$ cat config.mk
export PLATFORM = sky130hd
export DESIGN_NAME = pipelined_control_unit_flat
export DESIGN_NICKNAME = d
export VERILOG_FILES = /design/src/rtl/pipelined_control_unit_if.sv /design/src/rtl/pipelined_control_unit.sv /design/src/flat_wrapper.sv
export SDC_FILE = /design/constraint.sdc
export NUM_CORES = 1
export LEC_CHECK = 0
export CAP_MARGIN = 20
export CORE_MARGIN = 8
export CORE_UTILIZATION = 34
export DETAILED_ROUTE_END_ITERATION = 16
export HOLD_SLACK_MARGIN = 0.02
export PLACE_DENSITY = 0.81
export SLEW_MARGIN = 20
export SYNTH_ARGS = -nofsm -noshare
export SYNTH_HDL_FRONTEND = slang
export SYNTH_SLANG_ARGS = --single-unit
$ cat constraint.sdc
create_clock -name clk -period 1.6 [get_ports clk]
set_input_delay 0.24 -clock clk [delete_from_list [all_inputs] [get_ports clk]]
set_output_delay 0.24 -clock clk [all_outputs]
set_load 0.02 [all_outputs]
$ cat src/rtl/pipelined_control_unit_if.sv
// rtl/pipelined_control_unit_if.sv - ID-stage control bundle interface
//
// Purpose: groups the signals between the IF/ID register, the EX stage and
// the control unit.
//   master : pipeline side; drives ID/EX inputs, receives control outputs.
//   slave  : control unit side.
// Signals:
//   id_valid, opcode[6:0], id_rs1, id_rs2    ID-stage instruction fields
//   ex_rd, ex_mem_read                       instruction currently in EX
//   redirect                                 taken branch/jump from EX
//   ctl_*                                    registered ID/EX control bits
//   pc_write, if_id_write, if_id_flush       combinational pipeline enables
interface pipelined_control_unit_if #(
  parameter int REG_ADDR_W = 5
);
  logic                  id_valid;
  logic [6:0]            opcode;
  logic [REG_ADDR_W-1:0] id_rs1;
  logic [REG_ADDR_W-1:0] id_rs2;
  logic [REG_ADDR_W-1:0] ex_rd;
  logic                  ex_mem_read;
  logic                  redirect;

  logic                  ctl_valid;
  logic                  ctl_mem_read;
  logic                  ctl_mem_to_reg;
  logic                  ctl_mem_write;
  logic                  ctl_reg_write;
  logic                  ctl_branch;
  logic                  ctl_jump;
  logic                  ctl_alu_src;
  logic [1:0]            ctl_alu_op;
  logic                  ctl_illegal;
  logic                  pc_write;
  logic                  if_id_write;
  logic                  if_id_flush;

  modport master (
    output id_valid, opcode, id_rs1, id_rs2, ex_rd, ex_mem_read, redirect,
    input  ctl_valid, ctl_mem_read, ctl_mem_to_reg, ctl_mem_write,
           ctl_reg_write, ctl_branch, ctl_jump, ctl_alu_src, ctl_alu_op,
           ctl_illegal, pc_write, if_id_write, if_id_flush
  );

  modport slave (
    input  id_valid, opcode, id_rs1, id_rs2, ex_rd, ex_mem_read, redirect,
    output ctl_valid, ctl_mem_read, ctl_mem_to_reg, ctl_mem_write,
           ctl_reg_write, ctl_branch, ctl_jump, ctl_alu_src, ctl_alu_op,
           ctl_illegal, pc_write, if_id_write, if_id_flush
  );
endinterface

$ cat src/rtl/pipelined_control_unit.sv
// rtl/pipelined_control_unit.sv - ID-stage decode, load-use stall and flush control
//
// Purpose: decodes the ID-stage opcode into the control bundle and registers
// it into the ID/EX control register; inserts load-use bubbles and sequences
// IF/ID flushes after a taken branch/jump.
// Ports:
//   clk, rst_n     clock (rising edge), asynchronous active-low reset
//   bus (slave)    ID/EX inputs, registered ctl_* bundle, pc_write,
//                  if_id_write, if_id_flush
//   stall_cnt      (CTRL_PERF_CNT_EN only) saturating count of pc_write=0 cycles
//   flush_cnt      (CTRL_PERF_CNT_EN only) saturating count of if_id_flush=1 cycles
// Optional build macro: CTRL_PERF_CNT_EN
module pipelined_control_unit #(
  parameter int REG_ADDR_W       = 5,
  parameter int LOAD_USE_BUBBLES = 1,
  parameter int FLUSH_CYCLES     = 1
) (
  input  logic clk,
  input  logic rst_n,
  pipelined_control_unit_if.slave bus
`ifdef CTRL_PERF_CNT_EN
  ,
  output logic [31:0] stall_cnt,
  output logic [31:0] flush_cnt
`endif
);

  localparam logic [6:0] OP_LW   = 7'b0000011;
  localparam logic [6:0] OP_SW   = 7'b0100011;
  localparam logic [6:0] OP_BEQ  = 7'b1100011;
  localparam logic [6:0] OP_R    = 7'b0110011;
  localparam logic [6:0] OP_IALU = 7'b0010011;
  localparam logic [6:0] OP_JAL  = 7'b1101111;
  localparam logic [6:0] OP_JALR = 7'b1100111;
  localparam logic [6:0] OP_LUI  = 7'b0110111;

  // The first bubble/flush cycle is spent in RUN (or on the redirect itself),
  // so the counter only covers the remaining cycles.
  localparam logic [1:0] STALL_RELOAD =
    (LOAD_USE_BUBBLES > 1) ? 2'(LOAD_USE_BUBBLES - 2) : 2'd0;
  localparam logic [1:0] FLUSH_RELOAD =
    (FLUSH_CYCLES > 1) ? 2'(FLUSH_CYCLES - 2) : 2'd0;

  typedef enum logic [1:0] {RUN, STALL, FLUSH} state_t;

  typedef struct packed {
    logic       valid;
    logic       alu_src;
    logic       mem_to_reg;
    logic       reg_write;
    logic       mem_read;
    logic       mem_write;
    logic       branch;
    logic       jump;
    logic [1:0] alu_op;
    logic       illegal;
  } ctl_t;

  state_t state_q, state_d;
  logic [1:0] cnt_q, cnt_d;
  ctl_t ctl_q, ctl_d;

  logic [REG_ADDR_W-1:0] rs1, rs2, ex_rd;
  logic [8:0] fields;
  logic       unknown_op, rs1_used, rs2_used, hazard;
  logic       load_dec, pc_write_c, if_id_write_c, if_id_flush_c;

  assign rs1   = bus.id_rs1;
  assign rs2   = bus.id_rs2;
  assign ex_rd = bus.ex_rd;

  // fields = {alu_src, mem_to_reg, reg_write, mem_read, mem_write, branch, jump, alu_op}
  always_comb begin
    fields     = 9'b0;
    unknown_op = 1'b0;
    rs1_used   = 1'b1;
    rs2_used   = 1'b0;
    case (bus.opcode)
      OP_LW:   fields = 9'b1111000_00;
      OP_SW:   begin fields = 9'b1000100_00; rs2_used = 1'b1; end
      OP_BEQ:  begin fields = 9'b0000010_01; rs2_used = 1'b1; end
      OP_R:    begin fields = 9'b0010000_10; rs2_used = 1'b1; end
      OP_IALU: fields = 9'b1010000_11;
      OP_JAL:  begin fields = 9'b0010001_00; rs1_used = 1'b0; end
      OP_JALR: fields = 9'b1010001_00;
      OP_LUI:  begin fields = 9'b1010000_00; rs1_used = 1'b0; end
      default: unknown_op = 1'b1;
    endcase
  end

  assign hazard = bus.ex_mem_read & bus.id_valid & (ex_rd != '0) &
                  ((rs1_used & (ex_rd == rs1)) | (rs2_used & (ex_rd == rs2)));

  // Next state and pipeline enables; redirect outranks everything.
  always_comb begin
    state_d       = state_q;
    cnt_d         = cnt_q;
    load_dec      = 1'b0;
    pc_write_c    = 1'b1;
    if_id_write_c = 1'b1;
    if_id_flush_c = 1'b0;
    if (bus.redirect) begin
      if_id_flush_c = 1'b1;
      if (FLUSH_CYCLES > 1) begin
        state_d = FLUSH;
        cnt_d   = FLUSH_RELOAD;
      end else begin
        state_d = RUN;
      end
    end else begin
      case (state_q)
        RUN: begin
          if (hazard) begin
            pc_write_c    = 1'b0;
            if_id_write_c = 1'b0;
            if (LOAD_USE_BUBBLES > 1) begin
              state_d = STALL;
              cnt_d   = STALL_RELOAD;
            end
          end else begin
            load_dec = 1'b1;
          end
        end
        STALL: begin
          pc_write_c    = 1'b0;
          if_id_write_c = 1'b0;
          if (cnt_q == 2'd0) state_d = RUN;
          else               cnt_d   = cnt_q - 2'd1;
        end
        FLUSH: begin
          if_id_flush_c = 1'b1;
          if (cnt_q == 2'd0) state_d = RUN;
          else               cnt_d   = cnt_q - 2'd1;
        end
        default: state_d = RUN;
      endcase
    end
  end

  always_comb begin
    ctl_d = '0;
    if (load_dec) begin
      ctl_d = {bus.id_valid, fields, unknown_op & bus.id_valid};
    end
  end

  always_ff @(posedge clk or negedge rst_n) begin
    if (!rst_n) begin
      state_q <= RUN;
      cnt_q   <= 2'd0;
      ctl_q   <= '0;
    end else begin
      state_q <= state_d;
      cnt_q   <= cnt_d;
      ctl_q   <= ctl_d;
    end
  end

  assign bus.ctl_valid      = ctl_q.valid;
  assign bus.ctl_alu_src    = ctl_q.alu_src;
  assign bus.ctl_mem_to_reg = ctl_q.mem_to_reg;
  assign bus.ctl_reg_write  = ctl_q.reg_write;
  assign bus.ctl_mem_read   = ctl_q.mem_read;
  assign bus.ctl_mem_write  = ctl_q.mem_write;
  assign bus.ctl_branch     = ctl_q.branch;
  assign bus.ctl_jump       = ctl_q.jump;
  assign bus.ctl_alu_op     = ctl_q.alu_op;
  assign bus.ctl_illegal    = ctl_q.illegal;
  assign bus.pc_write       = pc_write_c;
  assign bus.if_id_write    = if_id_write_c;
  assign bus.if_id_flush    = if_id_flush_c;

`ifdef CTRL_PERF_CNT_EN
  logic [31:0] stall_cnt_q, flush_cnt_q;

  always_ff @(posedge clk or negedge rst_n) begin
    if (!rst_n) begin
      stall_cnt_q <= '0;
      flush_cnt_q <= '0;
    end else begin
      if (!pc_write_c && (stall_cnt_q != 32'hFFFF_FFFF)) stall_cnt_q <= stall_cnt_q + 32'd1;
      if (if_id_flush_c && (flush_cnt_q != 32'hFFFF_FFFF)) flush_cnt_q <= flush_cnt_q + 32'd1;
    end
  end

  assign stall_cnt = stall_cnt_q;
  assign flush_cnt = flush_cnt_q;
`endif

endmodule

$ cat src/flat_wrapper.sv
// flat-port wrapper written by rule: the top's interface ports become plain ports
module pipelined_control_unit_flat 
#(
  parameter int REG_ADDR_W       = 5,
  parameter int LOAD_USE_BUBBLES = 1,
  parameter int FLUSH_CYCLES     = 1
)
  (clk, rst_n, bus_id_valid, bus_opcode, bus_id_rs1, bus_id_rs2, bus_ex_rd, bus_ex_mem_read, bus_redirect, bus_ctl_valid, bus_ctl_mem_read, bus_ctl_mem_to_reg, bus_ctl_mem_write, bus_ctl_reg_write, bus_ctl_branch, bus_ctl_jump, bus_ctl_alu_src, bus_ctl_alu_op, bus_ctl_illegal, bus_pc_write, bus_if_id_write, bus_if_id_flush);
  pipelined_control_unit_if #(.REG_ADDR_W(REG_ADDR_W)) bus_i ();
  input  logic clk;
  input  logic rst_n;
  input wire logic [$bits(bus_i.id_valid)-1:0] bus_id_valid;
  input wire logic [$bits(bus_i.opcode)-1:0] bus_opcode;
  input wire logic [$bits(bus_i.id_rs1)-1:0] bus_id_rs1;
  input wire logic [$bits(bus_i.id_rs2)-1:0] bus_id_rs2;
  input wire logic [$bits(bus_i.ex_rd)-1:0] bus_ex_rd;
  input wire logic [$bits(bus_i.ex_mem_read)-1:0] bus_ex_mem_read;
  input wire logic [$bits(bus_i.redirect)-1:0] bus_redirect;
  output wire logic [$bits(bus_i.ctl_valid)-1:0] bus_ctl_valid;
  output wire logic [$bits(bus_i.ctl_mem_read)-1:0] bus_ctl_mem_read;
  output wire logic [$bits(bus_i.ctl_mem_to_reg)-1:0] bus_ctl_mem_to_reg;
  output wire logic [$bits(bus_i.ctl_mem_write)-1:0] bus_ctl_mem_write;
  output wire logic [$bits(bus_i.ctl_reg_write)-1:0] bus_ctl_reg_write;
  output wire logic [$bits(bus_i.ctl_branch)-1:0] bus_ctl_branch;
  output wire logic [$bits(bus_i.ctl_jump)-1:0] bus_ctl_jump;
  output wire logic [$bits(bus_i.ctl_alu_src)-1:0] bus_ctl_alu_src;
  output wire logic [$bits(bus_i.ctl_alu_op)-1:0] bus_ctl_alu_op;
  output wire logic [$bits(bus_i.ctl_illegal)-1:0] bus_ctl_illegal;
  output wire logic [$bits(bus_i.pc_write)-1:0] bus_pc_write;
  output wire logic [$bits(bus_i.if_id_write)-1:0] bus_if_id_write;
  output wire logic [$bits(bus_i.if_id_flush)-1:0] bus_if_id_flush;
  assign bus_i.id_valid = bus_id_valid;
  assign bus_i.opcode = bus_opcode;
  assign bus_i.id_rs1 = bus_id_rs1;
  assign bus_i.id_rs2 = bus_id_rs2;
  assign bus_i.ex_rd = bus_ex_rd;
  assign bus_i.ex_mem_read = bus_ex_mem_read;
  assign bus_i.redirect = bus_redirect;
  assign bus_ctl_valid = bus_i.ctl_valid;
  assign bus_ctl_mem_read = bus_i.ctl_mem_read;
  assign bus_ctl_mem_to_reg = bus_i.ctl_mem_to_reg;
  assign bus_ctl_mem_write = bus_i.ctl_mem_write;
  assign bus_ctl_reg_write = bus_i.ctl_reg_write;
  assign bus_ctl_branch = bus_i.ctl_branch;
  assign bus_ctl_jump = bus_i.ctl_jump;
  assign bus_ctl_alu_src = bus_i.ctl_alu_src;
  assign bus_ctl_alu_op = bus_i.ctl_alu_op;
  assign bus_ctl_illegal = bus_i.ctl_illegal;
  assign bus_pc_write = bus_i.pc_write;
  assign bus_if_id_write = bus_i.if_id_write;
  assign bus_if_id_flush = bus_i.if_id_flush;
  pipelined_control_unit #(.REG_ADDR_W(REG_ADDR_W), .LOAD_USE_BUBBLES(LOAD_USE_BUBBLES), .FLUSH_CYCLES(FLUSH_CYCLES)) u_core (.clk(clk), .rst_n(rst_n), .bus(bus_i));
endmodule
==> reports/metrics.yaml, run 1 <==
outcome:
  status: "finished, violations left"
  violations: "setup timing"
cells_and_area:
  antenna_cells: 0
  drive_gt1_share_pct: 39.4
  finish.instance_area_um2: 1320
  stdcell_count: 160
  nNetsFinal: 160
  syn_to_final_growth_pct: 80.3
logic_synthesis:
  yosys.area.top_type: "dfrtp_1"
  synth_edf_count: 0
  syn_avg_cell_area_um2: 9.27
  synth_top_family_by_area: "simple AND/OR/NAND/NOR gates"
  synthCells: 79
  synth_area_leaders: "dfrtp_1 (34%), nor4b_4 (6.5%), xnor2_1 (6.0%)"
  ys_warn_count: 0
  synth_top_area_share_pct: 34.2
  synth_compound_area_share_pct: 11.8
  muxShareOfSynthArea_pct: 0
  ys_ff_latch: 10
  synthDistinctLibCells: 33
  yosysSeqAreaShare_pct: 34.2
  synth_ff_type: "dfrtp_1"
  synth-simple-area-share_pct: 34.4
  mappedNetlistNets: 106
  async_flop_share_pct: 100
  synth_xor_area_share_pct: 12.0
  syn-cell-area_um2: 732
  synth_fa_ha_area_share_pct: 0
place:
  place_congestion: 0.830
  dp_hpwl_mm: 1.70
  place_area_um2: 1260
  dp_cells: 156
  io_buffers: 40
  dpl_worst_slack_ns: -0.961
sta:
  finalCritPeriodShare_pct: 108
  finalMaxSlewViolations: 0
  hold_viol_final: 0
  finalSetupViolCount: 2
  slew_headroom_pct: 73.4
  worstMarginPinSlew_ns: 0.398
  fmax_mhz: 581
  timing.final.ws_setup_ns: -0.122
  rsz0062_at_grt: "yes"
  period_needed_ns: 1.72
  whs_ns: 0.270
clock_tree:
  clkTransAtPathRegs_ns: 0.06
  cts_setup_buffers: 0
  clock-sinks: 10
  holdBufCountCts: 0
  cts_root_buffer: "clkbuf_4"
  htreeDepth: 1
  cts_tree: "done"
  clock_path_buffers: 2
  cts_made_buffers: 3
route:
  via_per_inst: 4.69
  routed_wl_mm: 2.06
  ant_nets: 0
  wl_per_cell_um: 12.9
  drt_first_pass_iters: 4
  vias: 750
  route.detailed.drc: 0
  initialDrtViolationCount: 16
die:
  start_util_pct: 34.4
  io_pins: 41
  core_area_um2: 2130
  die_area_um2: 3890
  die_h_um: 62.4
  core.rowCount: 17
  die_w_um: 62.4
global_route:
  grt_start_max_net_pins: 11
  grt_antenna_before_repair: 0
  grt_pass1_wl_mm: 3.35
  grt-ovfl-total: 0
  grt.total_usage_pct: 10.1
  grt_pass1_vias: 730
critical_path:
  cp_slowest_cell: "or4_4"
  worstPathMaxFanout: 2
  crit_path_start_kind: "input port"
  critPathArrivalTime_ns: 1.48
  worstPathRequired_ns: 1.36
  crit_path_end_kind: "primary output"
  slowest_delay_ns: 0.52
  crit_family: "simple AND/OR/NAND/NOR gates"
  crit_type: "in2out"
  cp.buffers_inverters: 2
  worstPathCellList: "clkdlybuf4s15_1, xor2_1, or4_4, a21oi_4, nand2b_4, buf_6"
min_path:
  holdCritPathClass: "in2async"
power:
  p_per_area_nw_per_um2: 522
  p_leak_nw: 0.571
  ir_drop_mv: 0.355
job:
  max_cap_viol_count: 0
what timing repair did:
item / 4_1_cts / 5_1_grt
resized for setup: 73 / 20
endpoints found under the setup margin: 13 / 2
pin swaps: 12 / 10
per-stage QoR:
step	utilization, %	TNS, ns	power [mW]
finish	62.1	-0.242	0.689
floorplan	-	-0.135	0.347
detailed placement	59.1	-7.24	0.474
CTS	60.2	-0.311	0.681
global placement	59.1	-6.56	0.470
global route	62.1	-0.311	0.725
registers in the layout (all words and copies together) (netlist names):
register                  count
u_core.bus.ctl_illegal        1
u_core.bus.ctl_alu_op         2
u_core.bus.ctl_reg_write      1
u_core.bus.ctl_mem_read       1
u_core.bus.ctl_branch         1
u_core.bus.ctl_valid          1
u_core.bus.ctl_mem_write      1
u_core.bus.ctl_alu_src        1
u_core.bus.ctl_jump           1
how the worst max path moves through the flow:
stage	from	end	slack (ns)	cells past startpoint
6_report	bus_id_rs2[1]	bus_if_id_write	-0.12	6
5_1_grt	bus_id_rs2[1]	bus_if_id_write	-0.16	6
4_1_cts	bus_opcode[4]	bus_if_id_write	-0.16	7
3_5_place_dp	bus_opcode[5]	bus_if_id_write	-0.96	7
3_3_place_gp	bus_opcode[3]	bus_if_id_write	-0.90	7
2_1_floorplan	bus_opcode[4]	bus_pc_write	-0.13	7
routing by layer:
metal  global-route usage, %  vias to the layer above  part of all wire, %
li1                        -                      380                    -
met5                       0                        -                    0
met4                    5.13                        0                  1.6
met2                    16.7                       22                   52
met1                    11.6                      345                   42
met3                    3.05                        3                  5.0
synthesized netlist by cell type (2+ instances only):
cell,n
a22oi_1,2
buf_2,3
buf_4,3
dfrtp_1,10
nand2_1,5
nand2b_1,2
nand3_1,3
nand4_1,4
nor2_1,7
nor2b_1,2
nor3_1,4
nor4b_4,2
o21a_1,2
o21ai_0,2
or4_1,2
xnor2_1,5
xor2_1,5
where the power goes:
group          internal [mW]  switching, mW  total [mW]
sequential             0.257       0.000935       0.258
combinational          0.123         0.0929       0.216
clock                  0.138         0.0775       0.215
total                  0.518          0.171       0.689
layout make-up:
class                   instances  area (um^2)
clock buffers                   4         36.3
fillers                       184          807
inverters                       1         3.75
multi-input cells              60          490
flip-flops and latches         10          250
well taps                      28         35.0
repair buffers                 57          504
logic make-up (layout without fill, tap and decap cells):
kind of cell,Yosys count,in the layout
simple gates,38,38
compound gates,12,12
xor+xnor,10,10
flops,10,10
buf+inv,9,62
layout by cell type (no fill, tap or decap), types with 2 or more instances in the layout:
master	synthesis	layout
nand4_1	4	4
nor3_2	1	2
buf_2	3	4
o21a_1	2	2
nand2_1	5	5
buf_6	1	9
xnor2_1	5	2
o21ai_0	2	2
a22oi_1	2	2
xor2_1	5	4
clkbuf_2	0	3
dlygate4sd2_1	0	6
nor2_1	7	6
nor2b_1	2	2
nor3_1	4	3
xnor2_2	0	3
nand3_1	3	3
clkdlybuf4s50_1	0	17
buf_4	3	16
clkbuf_4	0	3
dfrtp_1	10	10
nor4b_4	2	2
Note: power is estimated with default switching activity, not from simulation.
==> run 2: changes to the inputs <==
--- a/config.mk
+++ b/config.mk
@@ -15,3 +15,4 @@
 export SYNTH_ARGS = -nofsm -noshare
 export SYNTH_HDL_FRONTEND = slang
 export SYNTH_SLANG_ARGS = --single-unit
+export TNS_END_PERCENT = 1
==> results of run 2 <==
No change in the layout: final DEF, timing and power equal those of run 1.
==> run 3: changes to the inputs <==
--- a/config.mk
+++ b/config.mk
@@ -9,10 +9,10 @@
 export CORE_MARGIN = 8
 export CORE_UTILIZATION = 34
 export DETAILED_ROUTE_END_ITERATION = 16
-export HOLD_SLACK_MARGIN = 0.02
+export GPL_ROUTABILITY_DRIVEN = 0
 export PLACE_DENSITY = 0.81
 export SLEW_MARGIN = 20
 export SYNTH_ARGS = -nofsm -noshare
 export SYNTH_HDL_FRONTEND = slang
 export SYNTH_SLANG_ARGS = --single-unit
-export TNS_END_PERCENT = 1
+export TNS_END_PERCENT = 100
==> results of run 3 <==
No change in the layout: final DEF, timing and power equal those of run 1.
